### src/rtl/lab_io_pkg.sv
`default_nettype none
// ============================================================================
// Module : lab_io_pkg
// Brief  : Shared types and register map for the button/LED controller.
// Rev    : 1.0 - initial release
// ============================================================================
package lab_io_pkg;

    typedef enum logic [1:0] {
        LED_OFF   = 2'b00,
        LED_ON    = 2'b01,
        LED_BLINK = 2'b10,
        LED_PWM   = 2'b11
    } led_mode_e;

    localparam logic [2:0] ADDR_BTN_STATE = 3'd0;
    localparam logic [2:0] ADDR_BTN_EVT   = 3'd1;
    localparam logic [2:0] ADDR_IRQ_EN    = 3'd2;
    localparam logic [2:0] ADDR_LED_CFG0  = 3'd4;

    localparam int RELEASE_OFS = 8;

endpackage
`default_nettype wire

### src/rtl/btn_debounce.sv
`default_nettype none
// ============================================================================
// Module : btn_debounce
// Brief  : Two-flop synchroniser plus stability counter with edge pulses.
// Rev    : 1.0 - initial release
// ============================================================================
module btn_debounce #(
    parameter int DEBOUNCE_CYCLES = 500000
) (
    input  logic clk,
    input  logic rst,
    input  logic i_raw,
    output logic o_level,
    output logic o_press,
    output logic o_release
);

    localparam int                 c_CNT_W    = $clog2(DEBOUNCE_CYCLES);
    localparam logic [c_CNT_W-1:0] c_CNT_LAST = c_CNT_W'(DEBOUNCE_CYCLES - 1);

    logic               r_meta;
    logic               r_sync;
    logic               r_level;
    logic [c_CNT_W-1:0] r_cnt;
    logic               w_accept;

    // Pulses are combinational so the event flag lands on the same edge as the level.
    assign w_accept = (r_sync != r_level) && (r_cnt == c_CNT_LAST);

    always_ff @(posedge clk or posedge rst) begin
        if (rst) begin
            r_meta  <= 1'b0;
            r_sync  <= 1'b0;
            r_level <= 1'b0;
            r_cnt   <= '0;
        end else begin
            r_meta <= i_raw;
            r_sync <= r_meta;
            if ((r_sync == r_level) || w_accept) begin
                r_cnt <= '0;
            end else begin
                r_cnt <= r_cnt + 1'b1;
            end
            if (w_accept) begin
                r_level <= r_sync;
            end
        end
    end

    assign o_level   = r_level;
    assign o_press   = w_accept & r_sync;
    assign o_release = w_accept & ~r_sync;

endmodule
`default_nettype wire

### src/rtl/button_led_ctrl.sv
`default_nettype none
// ============================================================================
// Module : button_led_ctrl
// Brief  : Debounced buttons with sticky events/IRQ and per-LED off/on/blink/PWM.
// Rev    : 1.0 - initial release
// ============================================================================
module button_led_ctrl
    import lab_io_pkg::*;
#(
    parameter int NUM_BTN         = 2,
    parameter int NUM_LED         = 4,
    parameter int BTN_ACTIVE_LOW  = 1,
    parameter int DEBOUNCE_CYCLES = 500000,
    parameter int BLINK_DIV       = 25000000,
    parameter int PWM_BITS        = 8
) (
    input  logic               io_systemClk,
    input  logic               io_systemReset,
    input  logic [NUM_BTN-1:0] butons,
    output logic [NUM_LED-1:0] leds,
    input  logic               cfg_we,
    input  logic [2:0]         cfg_addr,
    input  logic [15:0]        cfg_wdata,
    output logic [15:0]        cfg_rdata,
    output logic               irq
);

    localparam int                   c_BLINK_W    = $clog2(BLINK_DIV + 1);
    localparam logic [c_BLINK_W-1:0] c_BLINK_LAST = c_BLINK_W'(BLINK_DIV - 1);

    logic [NUM_BTN-1:0]  w_raw;
    logic [NUM_BTN-1:0]  w_level;
    logic [NUM_BTN-1:0]  w_press;
    logic [NUM_BTN-1:0]  w_release;
    logic [NUM_BTN-1:0]  r_press_flg;
    logic [NUM_BTN-1:0]  r_rel_flg;
    logic [NUM_BTN-1:0]  r_press_en;
    logic [NUM_BTN-1:0]  r_rel_en;
    led_mode_e           r_mode [NUM_LED];
    logic [7:0]          r_duty [NUM_LED];
    logic [c_BLINK_W-1:0] r_blink_cnt;
    logic                r_phase;
    logic [PWM_BITS-1:0] r_pwm_cnt;
    logic [NUM_LED-1:0]  w_leds;
    logic [NUM_LED-1:0]  r_leds;
    logic [15:0]         w_rdata;
    logic [15:0]         r_rdata;
    logic                r_irq;
    logic                w_wr_evt;
    logic                w_wr_en;
    logic                w_unused;

    assign w_raw    = (BTN_ACTIVE_LOW != 0) ? ~butons : butons;
    assign w_wr_evt = cfg_we && (cfg_addr == ADDR_BTN_EVT);
    assign w_wr_en  = cfg_we && (cfg_addr == ADDR_IRQ_EN);
    assign w_unused = &{1'b0, cfg_wdata};

    generate
        for (genvar gi = 0; gi < NUM_BTN; gi++) begin : g_btn
            btn_debounce #(
                .DEBOUNCE_CYCLES (DEBOUNCE_CYCLES)
            ) u_debounce (
                .clk       (io_systemClk),
                .rst       (io_systemReset),
                .i_raw     (w_raw[gi]),
                .o_level   (w_level[gi]),
                .o_press   (w_press[gi]),
                .o_release (w_release[gi])
            );
        end
    endgenerate

    always_ff @(posedge io_systemClk or posedge io_systemReset) begin
        if (io_systemReset) begin
            r_press_flg <= '0;
            r_rel_flg   <= '0;
            r_press_en  <= '0;
            r_rel_en    <= '0;
            r_irq       <= 1'b0;
            r_rdata     <= '0;
            for (int i = 0; i < NUM_LED; i++) begin
                r_mode[i] <= LED_OFF;
                r_duty[i] <= '0;
            end
        end else begin
            // A new event pulse wins over a W1C of the same bit.
            r_press_flg <= (r_press_flg & ~(w_wr_evt ? cfg_wdata[NUM_BTN-1:0] : '0)) | w_press;
            r_rel_flg   <= (r_rel_flg & ~(w_wr_evt ? cfg_wdata[RELEASE_OFS +: NUM_BTN] : '0))
                           | w_release;
            if (w_wr_en) begin
                r_press_en <= cfg_wdata[NUM_BTN-1:0];
                r_rel_en   <= cfg_wdata[RELEASE_OFS +: NUM_BTN];
            end
            for (int i = 0; i < NUM_LED; i++) begin
                if (cfg_we && (cfg_addr == ADDR_LED_CFG0 + 3'(i))) begin
                    r_mode[i] <= led_mode_e'(cfg_wdata[1:0]);
                    r_duty[i] <= cfg_wdata[15:8];
                end
            end
            r_irq   <= |((r_press_flg & r_press_en) | (r_rel_flg & r_rel_en));
            r_rdata <= w_rdata;
        end
    end

    always_ff @(posedge io_systemClk or posedge io_systemReset) begin
        if (io_systemReset) begin
            r_blink_cnt <= '0;
            r_phase     <= 1'b0;
            r_pwm_cnt   <= '0;
            r_leds      <= '0;
        end else begin
            if (r_blink_cnt == c_BLINK_LAST) begin
                r_blink_cnt <= '0;
                r_phase     <= ~r_phase;
            end else begin
                r_blink_cnt <= r_blink_cnt + 1'b1;
            end
            r_pwm_cnt <= r_pwm_cnt + 1'b1;
            r_leds    <= w_leds;
        end
    end

    always_comb begin
        w_leds = '0;
        for (int i = 0; i < NUM_LED; i++) begin
            case (r_mode[i])
                LED_OFF:   w_leds[i] = 1'b0;
                LED_ON:    w_leds[i] = 1'b1;
                LED_BLINK: w_leds[i] = r_phase;
                LED_PWM:   w_leds[i] = (r_pwm_cnt < r_duty[i][7 -: PWM_BITS]);
                default:   w_leds[i] = 1'b0;
            endcase
        end
    end

    always_comb begin
        w_rdata = '0;
        case (cfg_addr)
            ADDR_BTN_STATE: w_rdata[NUM_BTN-1:0] = w_level;
            ADDR_BTN_EVT: begin
                w_rdata[NUM_BTN-1:0]             = r_press_flg;
                w_rdata[RELEASE_OFS +: NUM_BTN]  = r_rel_flg;
            end
            ADDR_IRQ_EN: begin
                w_rdata[NUM_BTN-1:0]             = r_press_en;
                w_rdata[RELEASE_OFS +: NUM_BTN]  = r_rel_en;
            end
            default: begin
                for (int i = 0; i < NUM_LED; i++) begin
                    if (cfg_addr == ADDR_LED_CFG0 + 3'(i)) begin
                        w_rdata = {r_duty[i], 6'd0, r_mode[i]};
                    end
                end
            end
        endcase
    end

    assign leds      = r_leds;
    assign cfg_rdata = r_rdata;
    assign irq       = r_irq;

endmodule
`default_nettype wire

### config.mk
export PLATFORM = sky130hd
export DESIGN_NAME = button_led_ctrl
export DESIGN_NICKNAME = d
export VERILOG_FILES = /design/src/rtl/lab_io_pkg.sv /design/src/rtl/btn_debounce.sv /design/src/rtl/button_led_ctrl.sv
export SDC_FILE = /design/constraint.sdc
export NUM_CORES = 1
export LEC_CHECK = 0
export BUFFER_PORTS_ARGS = -buffer_cell sky130_fd_sc_hd__clkbuf_2
export CAP_MARGIN = 40
export CORE_AREA = 10 10 125 127
export DETAILED_ROUTE_END_ITERATION = 10
export DIE_AREA = 0 0 135 137
export PLACE_DENSITY_LB_ADDON = 0.2
export RECOVER_POWER = 50
export SYNTH_ARGS = -nofsm -noshare
export SYNTH_HDL_FRONTEND = slang
export SYNTH_HIERARCHICAL = 1
export SYNTH_SLANG_ARGS = --single-unit
### constraint.sdc
create_clock -name io_systemClk -period 2.7 [get_ports io_systemClk]
set_input_delay 0 -clock io_systemClk [delete_from_list [all_inputs] [get_ports io_systemClk]]
set_output_delay 0 -clock io_systemClk [all_outputs]
set_load 0.005 [all_outputs]
==> flow_summary_export.csv <==
group,metric,value,unit
status,outcome,"completed",
timing,final-hold-violation-count,0,
flow_run,cap_violations,0,
clock_network,cts-root-buf,"clkbuf_16",
floorplanning,fp.coreArea,13100,um^2
synth,synthTopCellsByArea,"dfrtp_1 49%, mux2_2 5.8%, ha_1 5.6%, xnor2_1 4.4%, nor2_1 3.2%",
synth,yosys_warnings,6,
synth,synthAdderAreaFrac,5.60,%
floorplanning,pin_count,45,
clock_network,clk_latency,0.41,ns
synth,synth_cells,655,
synth,netlist-cell-type-count,47,
synth,synth_top_cell_by_area,"dfrtp_1",
power_and_ir_drop,leakagePower,3.75,nW
clock_network,cts_resized,0,
drt,via_per_inst,5.52,
grt,antenna_found_initial,0,
clock_network,cts_setup_buffers,0,
floorplanning,die-area,18500,um^2
worst_setup_path,cp.arrival,2.44,ns
worst_setup_path,crit_family,"simple AND/OR/NAND/NOR gates",
synth,synth_area,7150,um^2
worst_hold_path,timing.hold.worst.class,"input pin to flop",
synth,async_flop_share,100,%
power_and_ir_drop,ir_drop,457,uV
floorplanning,start_util,54.6,%
timing,fin_ws,0.562,ns
worst_setup_path,crit_slowest_cell,"or4_4",
timing,clock_skew,0.00536,ns
cells_and_area,final_nets,773,
synth,synth_top_area_share,49.4,%
worst_setup_path,slowest_delay,0.67,ns
synth,synth_xor_area_share,6.99,%
synth,synth-main-ff-cell,"dfrtp_1",
synth,ys_ff_latch,141,
placement,place_congestion,0.839,
drt,ant_nets,0,
floorplanning,rows,42,
synth,synth_seq_area_share,49.4,%
synth,synthMuxAreaShare,10.2,%
cells_and_area,drive_gt1_share,16.3,%
grt,track_usage,16.9,%
timing,drv_slew,0,
worst_setup_path,crit_path_start_kind,"flop",
timing,relSlewSlack,30.5,%
timing,rsz0062_at_grt,"no",
drt,drt_iter0_drc,324,
worst_setup_path,required,3.00,ns
synth,synth_edf_count,0,
grt,gr-total-overflow,0,
synth,synth_compound_area_share,6.62,%
timing,tns,0,ns
synth,synth_top_family_by_area,"simple AND/OR/NAND/NOR gates",
placement,port_buffers,32,
cells_and_area,insertedDiodeCount,0,
grt,first_global_vias,5220,
worst_setup_path,critical_path.max_fanout,9,
cells_and_area,areaGrowthSynthToFinish,14.8,%
drt,post_drt_wl_per_cell,16.4,um
grt,grt_max_degree,56,
worst_setup_path,path_cells,"ha_1 > nand4_1 > or4_4 > mux2_4",
grt,grt_pass1_wl,25200,um
clock_network,cts_htree_levels,4,
drt,routed_wl,14800,um
placement,hpwlAfterDp,10400,um
synth,synth-simple-area-share,17.1,%
clock_network,cts_sinks,141,
timing,tightest_slew,1.04,ns
timing,fin_crit_sh,79.2,%
clock_network,clk_path_buf_depth,2,
worst_setup_path,crit_path_end_kind,"flop",
cells_and_area,final_util,62.7,%
floorplanning,die_height,137,um
cells_and_area,final_area,8200,um^2
floorplanning,die_w,135,um
drt,dr.pass1.iters,4,
placement,place_area,7530,um^2
placement,place_ws,0.558,ns
synth,avgSynthCellArea,10.9,um^2
drt,vias,4998,
clock_network,cts-hold-fix-buffers,14,
timing,setup_violations,0,
power_and_ir_drop,cellPowerDensity,652,nW/um^2
clock_network,numCtsBuffers,17,
worst_setup_path,crit_type,"flop to flop",
cells_and_area,n_fill_cell,1027,
timing,fin_crit,2.14,ns
clock_network,clkTransAtPathRegs,0.06,ns
drt,drcViolationCount,0,
clock_network,cts_tree,"yes",
worst_setup_path,path_buf_inv,0,
timing,fmax,468,MHz
cells in the final DEF, fill, tap and decap left out, types with 5 or more instances in the layout:
| cell | netlist | routed |
|---|---|---|
| nor3_1 | 8 | 8 |
| xnor2_1 | 36 | 36 |
| dfrtp_1 | 141 | 141 |
| clkbuf_2 | 0 | 18 |
| nor2b_1 | 7 | 7 |
| nor3b_1 | 5 | 5 |
| nand2_1 | 41 | 41 |
| or3_1 | 6 | 6 |
| conb_1 | 1 | 6 |
| inv_1 | 48 | 47 |
| xor2_1 | 21 | 21 |
| a21oi_1 | 13 | 13 |
| clkbuf_1 | 4 | 19 |
| clkbuf_16 | 0 | 17 |
| and2_1 | 7 | 7 |
| nor2_1 | 61 | 61 |
| mux2i_1 | 8 | 8 |
| mux2_2 | 37 | 37 |
| o21ai_0 | 24 | 24 |
| mux4_2 | 9 | 9 |
| buf_4 | 7 | 9 |
| nand2b_1 | 6 | 6 |
| nand3_1 | 35 | 35 |
| dlygate4sd3_1 | 0 | 14 |
| nor4_1 | 12 | 12 |
| a221oi_1 | 5 | 5 |
| a21o_1 | 13 | 13 |
| and3_1 | 12 | 12 |
| nand4_1 | 12 | 12 |
| ha_1 | 32 | 32 |
flip-flops by register name, summed over array words and instances (netlist names):
signal	count
r_rel_en	2
irq	1
g_btn.u_debounce/r_sync	2
r_blink_cnt	25
r_rel_flg	2
leds	4
r_press_en	2
r_duty	32
g_btn.u_debounce/r_cnt	38
r_mode	8
cfg_rdata	10
r_press_flg	2
r_phase	1
g_btn.u_debounce/r_meta	2
g_btn.u_debounce/o_level	2
r_pwm_cnt	8
metrics by stage:
stage / instances / hold slack [ns] / total power, mW
2_1_floorplan: 660 / -0.0108 / 2.91
3_3_place_gp: 860 / 0.150 / 3.12
3_5_place_dp: 860 / 0.150 / 3.14
4_1_cts: 905 / 0.0185 / 5.42
5_1_grt: 905 / 0.103 / 5.61
6_report: 905 / 0.0553 / 5.35
synthesized netlist by cell type, types with 13 or more instances:
| cell | n |
|---|---|
| a21oi_1 | 13 |
| ha_1 | 32 |
| nand2_1 | 41 |
| xor2_1 | 21 |
| xnor2_1 | 36 |
| nor2_1 | 61 |
| mux2_2 | 37 |
| nand3_1 | 35 |
| inv_1 | 48 |
| a21o_1 | 13 |
| o21ai_0 | 24 |
| dfrtp_1 | 141 |
worst min-delay path: stages:
cell	delay (ns)
clkbuf_2	0.21
nand2_1	0.12
nand2_1	0.04
o21ai_0	0.06
worst paths after layout:
check / start / end / slack [ns] / cells after the start
max: g_btn[1].u_debounce/r_cnt[0] / g_btn[1].u_debounce/o_level / 0.56 / 4
min: cfg_addr[0] / cfg_rdata[8] / 0.06 / 4
max reg2reg: g_btn[1].u_debounce/r_cnt[0] / g_btn[1].u_debounce/o_level / 0.56 / 4
min reg2reg: g_btn[0].u_debounce/r_meta / g_btn[0].u_debounce/r_sync / 0.35 / 0
max in group asynchronous: io_systemReset / cfg_rdata[12] / 0.93 / 4
min in group asynchronous: io_systemReset / r_press_flg[0] / 0.30 / 3
cells by family (layout without fill, tap and decap cells):
kind of cell | Yosys count | after routing
AO/OA/AOI/OAI | 69 | 69
buffers and inverters | 66 | 135
flip-flops | 141 | 141
AND/OR/NAND/NOR | 233 | 233
XOR/XNOR | 57 | 57
adder cells (fa/ha/maj) | 32 | 32
multiplexers | 56 | 56
other | 1 | 6
cell type report:
class / instances / area, um^2 / area share [%]
flip-flops and latches: 141 / 3530 / 43.0
multi-input cells: 453 / 3350 / 40.8
clock buffers: 24 / 482 / 5.87
repair buffers: 56 / 354 / 4.32
well taps: 176 / 220 / 2.68
inverters: 48 / 183 / 2.23
clock inverters: 7 / 87.6 / 1.07
layer usage:
layer  GRT usage [%]  routed length, um
met1            21.0               6850
met2            27.7               7070
met3            4.00                628
met4            7.18                299
met5               0                  0
power breakdown:
group,switching [mW],internal (mW),total [mW]
clock network,0.824,1.42,2.24
logic,0.328,0.332,0.660
registers,0.135,2.31,2.45
No activity file was read; power rests on OpenSTA's default activity.
